===== src/rtl/knn_topk_core_pkg.sv =====
// Shared definitions for the KNN top-K core: FSM state encoding, the
// neighbour counter width and the distance-width derivation.
package knn_topk_core_pkg;

    typedef enum logic [2:0] {
        ST_IDLE      = 3'd0,
        ST_LOAD_TEST = 3'd1,
        ST_STREAM    = 3'd2,
        ST_INSERT    = 3'd3,
        ST_DONE      = 3'd4
    } state_t;

    localparam int COUNT_W = 16;

    // A square of a DATA_W-bit difference needs 2*DATA_W bits; summing DIM of
    // them needs clog2(DIM+1) guard bits so the sum can never wrap.
    function automatic int dist_width(input int data_w, input int dim);
        return 2 * data_w + $clog2(dim + 1);
    endfunction

endpackage


===== src/rtl/knn_sqdist.sv =====
// Per-beat squared-distance accumulator: |a-b|^2 is added to acc on every
// enabled beat; clear empties the accumulator and wins over en.
module knn_sqdist
    import knn_topk_core_pkg::*;
#(
    parameter int DATA_W = 16,
    parameter int DIST_W = 34
) (
    input  logic              clk,
    input  logic              rst,
    input  logic              clear,
    input  logic              en,
    input  logic [DATA_W-1:0] a,
    input  logic [DATA_W-1:0] b,
    output logic [DIST_W-1:0] acc
);

    logic [DATA_W-1:0]   diff;
    logic [2*DATA_W-1:0] sq;

    // Absolute difference and its square for the current beat.
    // NOTE: every output of a combinational block gets a value on every path
    // (defaults first); a path that leaves one unassigned infers a latch.
    always_comb begin
        diff = '0;
        sq   = '0;
        diff = (a >= b) ? (a - b) : (b - a);
        sq   = {{DATA_W{1'b0}}, diff} * {{DATA_W{1'b0}}, diff};
    end

    // Running sum of squares for the neighbour in flight.
    // NOTE: clocked state uses non-blocking assignments so every register
    // samples pre-edge values regardless of block evaluation order.
    always_ff @(posedge clk or negedge rst) begin
        if (!rst) begin
            acc <= '0;
        end else if (clear) begin
            acc <= '0;
        end else if (en) begin
            acc <= acc + {{(DIST_W - 2*DATA_W){1'b0}}, sq};
        end
    end

endmodule


===== src/rtl/knn_topk_core.sv =====
// KNN top-K core: loads a DIM-coordinate test point, streams labelled
// neighbours, keeps the K nearest in a stable sorted list.
// Optional majority vote output is built only when KNN_VOTE_EN is defined.
module knn_topk_core
    import knn_topk_core_pkg::*;
#(
    parameter int  DATA_W  = 16,
    parameter int  DIM     = 2,
    parameter int  K       = 4,
    parameter int  LABEL_W = 8,
    localparam int DIST_W  = dist_width(DATA_W, DIM),
    localparam int IDX_W   = (K > 1) ? $clog2(K) : 1
) (
    input  logic               clk,
    input  logic               rst,
    input  logic               start,
    input  logic               test_valid,
    input  logic [DATA_W-1:0]  test_data,
    input  logic               nb_valid,
    output logic               nb_ready,
    input  logic [DATA_W-1:0]  nb_data,
    input  logic [LABEL_W-1:0] nb_label,
    input  logic               nb_last,
    output logic               done,
    output logic [COUNT_W-1:0] nb_count,
    input  logic [IDX_W-1:0]   rd_idx,
    output logic [DIST_W-1:0]  rd_dist,
    output logic [LABEL_W-1:0] rd_label,
    output logic               rd_valid,
    output logic [LABEL_W-1:0] vote_label
);

    localparam int CNT_W = (DIM > 1) ? $clog2(DIM) : 1;
    localparam int NSLOT = 1 << IDX_W;
    localparam logic [DIST_W-1:0] EMPTY_DIST = '1;

    state_t               state_q, state_d;
    logic [CNT_W-1:0]     coord_q;
    logic [DATA_W-1:0]    test_pt [DIM];
    logic [LABEL_W-1:0]   pend_label;
    logic                 pend_last;
    logic                 test_beat, nb_beat, last_coord;
    logic [DIST_W-1:0]    acc;
    logic [DIST_W-1:0]    dist_q  [K];
    logic [DIST_W-1:0]    dist_d  [K];
    logic [LABEL_W-1:0]   label_q [K];
    logic [LABEL_W-1:0]   label_d [K];
    logic [K-1:0]         valid_q, valid_d, gt;
    logic [COUNT_W-1:0]   count_q;

    assign last_coord = (coord_q == CNT_W'(DIM - 1));
    assign nb_ready   = (state_q == ST_STREAM) && !start;
    assign test_beat  = (state_q == ST_LOAD_TEST) && test_valid && !start;
    assign nb_beat    = nb_ready && nb_valid;
    assign done       = (state_q == ST_DONE);
    assign nb_count   = count_q;

    knn_sqdist #(.DATA_W(DATA_W), .DIST_W(DIST_W)) u_sqdist (
        .clk   (clk),
        .rst   (rst),
        .clear (start || (state_q == ST_INSERT)),
        .en    (nb_beat),
        .a     (test_pt[coord_q]),
        .b     (nb_data),
        .acc   (acc)
    );

    // Next-state logic; start restarts from any state.
    always_comb begin
        state_d = state_q;
        if (start) begin
            state_d = ST_LOAD_TEST;
        end else begin
            case (state_q)
                ST_LOAD_TEST: if (test_beat && last_coord) state_d = ST_STREAM;
                ST_STREAM:    if (nb_beat && last_coord)   state_d = ST_INSERT;
                ST_INSERT:    state_d = pend_last ? ST_DONE : ST_STREAM;
                default:      state_d = state_q;
            endcase
        end
    end

    // State register.
    always_ff @(posedge clk or negedge rst) begin
        if (!rst) state_q <= ST_IDLE;
        else      state_q <= state_d;
    end

    // Coordinate counter and the label/last flag captured on a neighbour's final beat.
    always_ff @(posedge clk or negedge rst) begin
        if (!rst) begin
            coord_q    <= '0;
            pend_label <= '0;
            pend_last  <= 1'b0;
        end else begin
            if (start)
                coord_q <= '0;
            else if (test_beat || nb_beat)
                coord_q <= last_coord ? '0 : coord_q + 1'b1;
            if (nb_beat && last_coord) begin
                pend_label <= nb_label;
                pend_last  <= nb_last;
            end
        end
    end

    // Test point storage.
    // NOTE: no reset here; every coordinate is rewritten in LOAD_TEST before
    // STREAM can read it, so resetting the array would only cost flops.
    always_ff @(posedge clk) begin
        if (test_beat) test_pt[coord_q] <= test_data;
    end

    // Stable sorted insert: the new entry lands at the first rank whose
    // distance is strictly greater; everything from there shifts down one.
    always_comb begin
        dist_d  = dist_q;
        label_d = label_q;
        valid_d = valid_q;
        gt      = '0;
        for (int i = 0; i < K; i++)
            gt[i] = !valid_q[i] || (dist_q[i] > acc);
        if (start) begin
            for (int i = 0; i < K; i++) begin
                dist_d[i]  = EMPTY_DIST;
                label_d[i] = '0;
                valid_d[i] = 1'b0;
            end
        end else if (state_q == ST_INSERT) begin
            if (gt[0]) begin
                dist_d[0]  = acc;
                label_d[0] = pend_label;
                valid_d[0] = 1'b1;
            end
            for (int i = 1; i < K; i++) begin
                if (gt[i] && gt[i-1]) begin
                    dist_d[i]  = dist_q[i-1];
                    label_d[i] = label_q[i-1];
                    valid_d[i] = valid_q[i-1];
                end else if (gt[i]) begin
                    dist_d[i]  = acc;
                    label_d[i] = pend_label;
                    valid_d[i] = 1'b1;
                end
            end
        end
    end

    // Sorted list registers; empty entries hold the all-ones distance.
    always_ff @(posedge clk or negedge rst) begin
        if (!rst) begin
            for (int i = 0; i < K; i++) begin
                dist_q[i]  <= EMPTY_DIST;
                label_q[i] <= '0;
            end
            valid_q <= '0;
        end else begin
            dist_q  <= dist_d;
            label_q <= label_d;
            valid_q <= valid_d;
        end
    end

    // Saturating count of completed neighbours, retained or not.
    always_ff @(posedge clk or negedge rst) begin
        if (!rst)
            count_q <= '0;
        else if (start)
            count_q <= '0;
        else if ((state_q == ST_INSERT) && (count_q != '1))
            count_q <= count_q + 1'b1;
    end

    // Rank read port, padded to a power of two so out-of-range ranks read zero.
    logic [DIST_W-1:0]  slot_dist  [NSLOT];
    logic [LABEL_W-1:0] slot_label [NSLOT];
    logic [NSLOT-1:0]   slot_valid;

    for (genvar g = 0; g < NSLOT; g++) begin : g_slot
        if (g < K) begin : g_live
            assign slot_valid[g] = valid_q[g];
            assign slot_dist[g]  = valid_q[g] ? dist_q[g]  : '0;
            assign slot_label[g] = valid_q[g] ? label_q[g] : '0;
        end else begin : g_pad
            assign slot_valid[g] = 1'b0;
            assign slot_dist[g]  = '0;
            assign slot_label[g] = '0;
        end
    end

    assign rd_valid = slot_valid[rd_idx];
    assign rd_dist  = slot_dist[rd_idx];
    assign rd_label = slot_label[rd_idx];

`ifdef KNN_VOTE_EN
    localparam int CW = $clog2(K + 1);

    logic [LABEL_W-1:0] vote_d, vote_q;
    logic [CW-1:0]      cnt_tmp, best_cnt;

    // Majority label over the post-insert list; scanning ranks nearest-first
    // with a strict compare resolves count ties to the nearest-ranked label.
    always_comb begin
        vote_d   = '0;
        best_cnt = '0;
        cnt_tmp  = '0;
        for (int i = 0; i < K; i++) begin
            cnt_tmp = '0;
            for (int j = 0; j < K; j++)
                if (valid_d[i] && valid_d[j] && (label_d[j] == label_d[i]))
                    cnt_tmp = cnt_tmp + 1'b1;
            if (cnt_tmp > best_cnt) begin
                best_cnt = cnt_tmp;
                vote_d   = label_d[i];
            end
        end
    end

    // Vote register, refreshed by each INSERT.
    always_ff @(posedge clk or negedge rst) begin
        if (!rst)                       vote_q <= '0;
        else if (start)                 vote_q <= '0;
        else if (state_q == ST_INSERT)  vote_q <= vote_d;
    end

    assign vote_label = vote_q;
`else
    assign vote_label = '0;
`endif

endmodule


===== config.mk =====
export PLATFORM = sky130hd
export DESIGN_NAME = knn_topk_core
export DESIGN_NICKNAME = d
export VERILOG_FILES = /design/src/rtl/knn_topk_core_pkg.sv /design/src/rtl/knn_sqdist.sv /design/src/rtl/knn_topk_core.sv
export SDC_FILE = /design/constraint.sdc
export NUM_CORES = 1
export LEC_CHECK = 0
export ABC_CLOCK_PERIOD_IN_PS = 9900
export BUFFER_PORTS_ARGS = -buffer_cell sky130_fd_sc_hd__clkbuf_2
export CAP_MARGIN = 5
export CELL_PAD_IN_SITES_DETAIL_PLACEMENT = 1
export CELL_PAD_IN_SITES_GLOBAL_PLACEMENT = 1
export CORE_MARGIN = 2
export CORE_UTILIZATION = 50
export CTS_CLUSTER_DIAMETER = 150
export DETAILED_ROUTE_END_ITERATION = 16
export PLACE_DENSITY = 0.94
export SLEW_MARGIN = 5
export SYNTH_ARGS = -nofsm -noshare
export SYNTH_HDL_FRONTEND = slang
export SYNTH_HIERARCHICAL = 1
export SYNTH_SLANG_ARGS = --single-unit

===== constraint.sdc =====
create_clock -name clk -period 9.9 [get_ports clk]
set_input_delay 0.99 -clock clk [delete_from_list [all_inputs] [get_ports clk]]
set_output_delay 0.99 -clock clk [all_outputs]
set_load 0.02 [all_outputs]

# After elaboration in Yosys (flattened, before gate mapping)
# Memories as Yosys holds them, arrays and structs flattened.
# Cells that the tools add are included.
[classes]
add_sub_neg = 5
mul = 1
n_lt_le_gt_ge = 7
n_eq_ne = 7
mux = 58
bitwise = 1
n_reduce_logical = 35
[ops]
columns = ["operator", "n"]
rows = [
  ["34-bit 2-to-1 mux", 15],
  ["136-bit 2-to-1 mux", 2],
  ["34-bit > comparator", 4],
  ["8-bit 2-to-1 mux", 13],
  ["34-bit binary-select mux with 2-bit select", 1],
  ["32-bit 2-to-1 mux", 2],
  ["16-bit 2-to-1 mux", 3],
  ["34-bit by 32-bit adder with 34-bit output", 1],
  ["16-bit by 16-bit multiplier with 32-bit output", 1],
  ["16-bit subtractor", 2],
  ["16-bit by 1-bit adder with 16-bit output, second input constant", 1],
  ["8-bit binary-select mux with 2-bit select", 1],
  ["16-bit >= comparator", 1],
  ["16-bit != test, second input constant", 1],
  ["1-bit 2-to-1 mux", 13],
  ["3-bit 2-to-1 mux", 4],
  ["1-bit logical AND", 10],
  ["2-bit nonzero test", 5],
  ["3-bit one-hot mux with 3 select lines", 1],
  ["3-bit nonzero test", 3],
  ["4-bit 2-to-1 mux", 2],
  ["2-bit AND reduction", 4],
  ["3-bit by 2-bit == test with 1-bit output, second input constant", 2],
  ["1-bit logical OR", 6],
  ["other kinds (11)", 16],
]
[word_totals]
reg_bits = 235
ram_bits = 32
out_inout_bits = 69
mem_count = 1
[memory_table]
columns = ["name", "depth", "word_bits", "rd", "rd_ports_with_merged_regs", "wr", "line", "text"]
rows = [
  ["test_pt", 2, 16, 1, 0, 1, "knn_topk_core.sv:39", "logic [DATA_W-1:0] test_pt [DIM];"],
]

# Longest topological paths before layout
[depth]
word_depth = 7
ltp_mapped = 39
mapped_depth_nobuf = 36

# By module
# Netlist, hierarchy kept.
[modules_own_cells]
columns = ["module", "n_inst", "cells_per_inst", "area_per_inst_um2", "seq_area_each_um2"]
rows = [
  ["knn_topk_core", 1, 1340, 14674.1, 6160.9],
  ["knn_sqdist", 1, 1355, 11494.8, 850.8],
]

# Worst setup path before layout
# OpenSTA, ideal clock, no wires.
[synth_path]
path_type = "input port to flip-flop"
start = "input nb_data[0]"
end = "register u_sqdist.acc[30]"
setup_time_ps = 139
arrival_ps = 8866
setup_slack_ps = 895
cell_stages = 31
cell_sequence = "ha_1 fa_1 nor2b_1 o2111ai_1 and4_4 o21a_4 or2_1 buf_6 a2111oi_2 o21ai_1 xor2_1 buf_2 nand2_1 fa_1 inv_1 fa_1 fa_1 fa_1 fa_1 inv_1 fa_1 inv_1 ha_1 a21oi_1 o21ai_0 a22oi_1 o211ai_1 a21boi_0 o21ai_0 and3_1 or4_1"
[synth_between]
elab_chain_cells = 6
word_cells_on_any_way = 8
[synth_lines]
columns = ["item", "line", "text"]
rows = [
  ["start, declared", "knn_topk_core.sv:21", "input logic [DATA_W-1:0] nb_data,"],
  ["16-bit subtractor or 16-bit >= comparator (tied branches)", "knn_sqdist.sv:27", "diff = (a >= b) ? (a - b) : (b - a);"],
  ["16-bit 2-to-1 mux (*)", "knn_sqdist.sv:27", ""],
  ["16-bit by 16-bit multiplier with 32-bit output (*)", "knn_sqdist.sv:28", "sq = {{DATA_W{1'b0}}, diff} * {{DATA_W{1'b0}}, diff};"],
  ["34-bit by 32-bit adder with 34-bit output (*)", "knn_sqdist.sv:40", "acc <= acc + {{(DIST_W - 2*DATA_W){1'b0}}, sq};"],
  ["34-bit 2-to-1 mux (*)", "knn_sqdist.sv:39", "end else if (en) begin"],
  ["34-bit 2-to-1 mux (*)", "knn_sqdist.sv:37", "end else if (clear) begin"],
  ["end signal, assigned", "knn_sqdist.sv:40", ""],
  ["end, declared", "knn_sqdist.sv:15", "output logic [DIST_W-1:0] acc"],
]
# Every way passes the cells marked *; elsewhere a longest branch is shown, timed or not. The select of a mux whose other input is x is not followed.
# A chain may end at the register's enable or synchronous reset.

# Final worst setup path
[layout_path]
start = "register coord_q"
end = "register u_sqdist.acc[33]"
[layout_between]
elab_chain_cells = 7
word_cells_on_any_way = 9
[layout_lines]
columns = ["item", "line", "text"]
rows = [
  ["start, declared", "knn_topk_core.sv:38", "logic [CNT_W-1:0] coord_q;"],
  ["start signal, assigned", "knn_topk_core.sv:99", "coord_q <= last_coord ? '0 : coord_q + 1'b1;"],
  ["memory 2 x 16 bit (*)", "-", ""],
  ["16-bit subtractor or 16-bit >= comparator (tied branches)", "knn_sqdist.sv:27", ""],
  ["16-bit 2-to-1 mux (*)", "knn_sqdist.sv:27", ""],
  ["16-bit by 16-bit multiplier with 32-bit output (*)", "knn_sqdist.sv:28", ""],
  ["34-bit by 32-bit adder with 34-bit output (*)", "knn_sqdist.sv:40", ""],
  ["34-bit 2-to-1 mux (*)", "knn_sqdist.sv:39", ""],
  ["34-bit 2-to-1 mux (*)", "knn_sqdist.sv:37", ""],
]
# Marked as above.

==> results.md <==
Status:
- The run finished with clean final reports.

Worst setup path:
- The maximum fanout count along the critical path is 20.
- The type of the worst setup path is register to register.
- The most numerous cell on the critical path is fa_1.
- The family of cells with the greatest summed delay on the critical path is adder cells.
- In this design, the stage delay of the slowest critical-path cell is 590 ps.
- The buffers plus inverters on the worst setup path is 7.
- The worst setup path is captured at a register.
- The register-to-register path setup slack is 120 ps.
- For the worst setup path, the data required time is 10390 ps.
- The arrival time of data at the critical path endpoint is 10270 ps.
- The slowest stage of the critical path is the fa_1 cell.
- The sort of element at the start of the critical path is a register.

Logic synthesis:
- The share of the Yosys chip area taken by registers is 26.8%.
- For this run, the leading register cell type out of synthesis is dfstp_2.
- In the post-synthesis netlist, the biggest area contributors are fa_1, dfstp_2, ha_1, dfrtp_1, inv_1.
- After synthesis the cells add up to 26200 sq um.
- The average cell area after synthesis is 9.71 sq um.
- The number of enable flip-flop cells after synthesis is 32.
- The share of synthesized registers carrying an async set or reset is 88.0%.
- After synthesis, the netlist uses 91 different library cells.
- The largest total area in the synthesized netlist belongs to fa_1.
- The number of instances in the synthesized netlist is 2695.
- The total number of yosys warnings is 6.
- The synthesized design devotes to its leading area cell type 15.0% of total area.
- The register bit total from synthesis is 267.

STA:
- Hold is met by 290 ps.
- The final critical path takes up 98.7% of the cycle.
- The number of endpoints with negative hold slack in the final report is 0.
- For this run, the top clock speed supported by timing is 102 MHz.
- The number of failing setup endpoints in the final timing report is 0.
- The final-report max-slew violation count was 0.
- The final setup skew is 47.5 ps.
- The slew of the pin with the lowest slew margin is 1300 ps.
- The post-route minimum period is 9780 ps.
- The headroom to the max-slew limit is 12.9%.

Drt:
- The number of optimization iterations in the first detailed-route pass is 6.
- The initial detailed-routing violation count is 2254.
- The number of vias in the routed layout is 23122.
- In the routed design, unresolved DRC markers number 0.
- The routed wire length per instance is 27.8 um.
- Wires add up to 96700 um.
- The number of vias per cell after detailed routing is 6.65.
- The remaining antenna violation count after routing is 0.

Cells and area:
- The finished cells cover 28800 sq um.
- The top cell types in the final layout, fill and taps aside, are inv_1, ha_1, fa_1.
- The filler cells instantiated in the layout total 5763.
- The antenna diode count is 0.
- The net total in the final layout is 3291.
- The share of layout cells above drive strength 1 is 18.3%.
- The layout-stage area growth over the synthesis result is 9.89%.
- The library cell used most frequently in the layout, excluding fill and tap cells, is inv_1.

Clock network:
- The TritonCTS clock tree is built.
- The tree is rooted in a clkbuf_16.
- The number of clock buffers added by TritonCTS is 30.
- The count of clock tree sinks is 267.
- The maximum count of clock buffers along a single path is 3.
- The depth of the CTS H-tree is 1.
- Clock-pin slew was measured on the worst setup and hold paths at 70 ps.
- The clock latency on the worst-skew pair is 640 ps.

Placement:
- The cell area after placement is 27500 sq um.
- The count of buffers added on input and output ports is 108.
- Routability-driven placement finished with a final weighted congestion of 0.952.
- The post-detailed-placement half-perimeter wirelength is 66400 um.

Floorplan:
- The total number of placement rows is 83.
- The die covers 54200 sq um.
- 117 I/O pins were placed.
- The die boundary height is 233 um.
- The die is 233 um wide.
- The placeable core region is 51500 sq um.
- The effective utilization at floorplan is 50.8%.

GRT:
- Entering global routing, the biggest net connects 87 pins.
- The via count of the first global-routing pass was 26039.
- The final global-route overflow total is 0.
- The initial antenna violation count is 3.
- The global-route wire length before repair is 148000 um.
- For this run, the total global-route usage over all layers was measured as 35.2%.

Worst hold path:
- The path class of the tightest hold or removal check is input port to async pin.

Flow run:
- Max-cap violations in this run came to 0.
## cells by family after synthesis
family	Yosys count	share of synthesized area (%)
flip-flops	267	26.8
buffers and inverters	567	8.73
AND/OR/NAND/NOR	533	9.68
AO/OA/AOI/OAI	603	16.2
multiplexers	194	8.35
XOR/XNOR	59	2.09
other	1	0.0143
adder cells (fa/ha/maj)	471	28.1
## registers in the layout (all words and copies together), names as in the netlist
| signal | count |
|---|---|
| dist_q | 136 |
| u_sqdist/acc | 34 |
| label_q | 32 |
| test_pt | 32 |
| nb_count | 16 |
| pend_label | 8 |
| slot_valid | 4 |
| state_q | 3 |
| coord_q | 1 |
| pend_last | 1 |
## path summary, 6_finish.rpt
kind                                         start  cells past startpoint                      endpoint
max reg2reg                    coord_q$_DFFE_PN0P_                     33  u_sqdist/acc[33]$_DFFE_PN0P_
max                            coord_q$_DFFE_PN0P_                     33  u_sqdist/acc[33]$_DFFE_PN0P_
max in group asynchronous                      rst                      2   u_sqdist/acc[2]$_DFFE_PN0P_
min reg2reg                label_q[12]$_DFFE_PN0P_                      1       label_q[12]$_DFFE_PN0P_
min in group clk           label_q[12]$_DFFE_PN0P_                      1       label_q[12]$_DFFE_PN0P_
min                                            rst                      1       label_q[28]$_DFFE_PN0P_
## metal layers
layer	track usage (%)	wire length, um
met5	0	13
met3	7.06	8440
met2	59.9	46900
met4	22.2	6910
met1	40.7	34500
## layout make-up
type | count | area (sq um) | share of cell area [%]
tap | 680 | 851 | 2.96
inverter | 432 | 1620 | 5.65
timing repair buffer | 173 | 1080 | 3.77
clock inverter | 9 | 149 | 0.518
sequential | 267 | 7010 | 24.4
multi-input combinational | 1868 | 17100 | 59.5
clock buffer | 47 | 915 | 3.18
## what timing repair did
item                                    CTS  global route
pin swaps                                 0            12
hold buffers                              0             0
endpoints found under the setup margin    3            11
setup buffers                             0             4
gates cloned                              0             1
gates resized for setup                   5            55
## synthesized netlist by cell type (all sizes together) (46+ instances only)
library cell and number:
buf 58, a21oi 167, inv 432, nand2 181, dfstp 136, a221oi 46
mux2 95, dfrtp 99, o21ai 58, nor2 142, fa 196, ha 275
clkbuf 77, o22a 69, mux2i 99
## metrics by stage
step | utilization [%] | TNS (ps) | worst slack, ps | std cells
finish | 55.8 | 0 | 124 | 3476
global route | 55.8 | -405 | -178 | 3476
CTS | 55.4 | 0 | 4.80 | 3471
detailed placement | 53.3 | -292 | -191 | 3415
global placement | 53.3 | 0 | 387 | 3415
floorplan | - | 0 | 895 | 2702
Power is not shown: default switching activity piles up to over one toggle a cycle in this logic, so the estimate is an artifact.
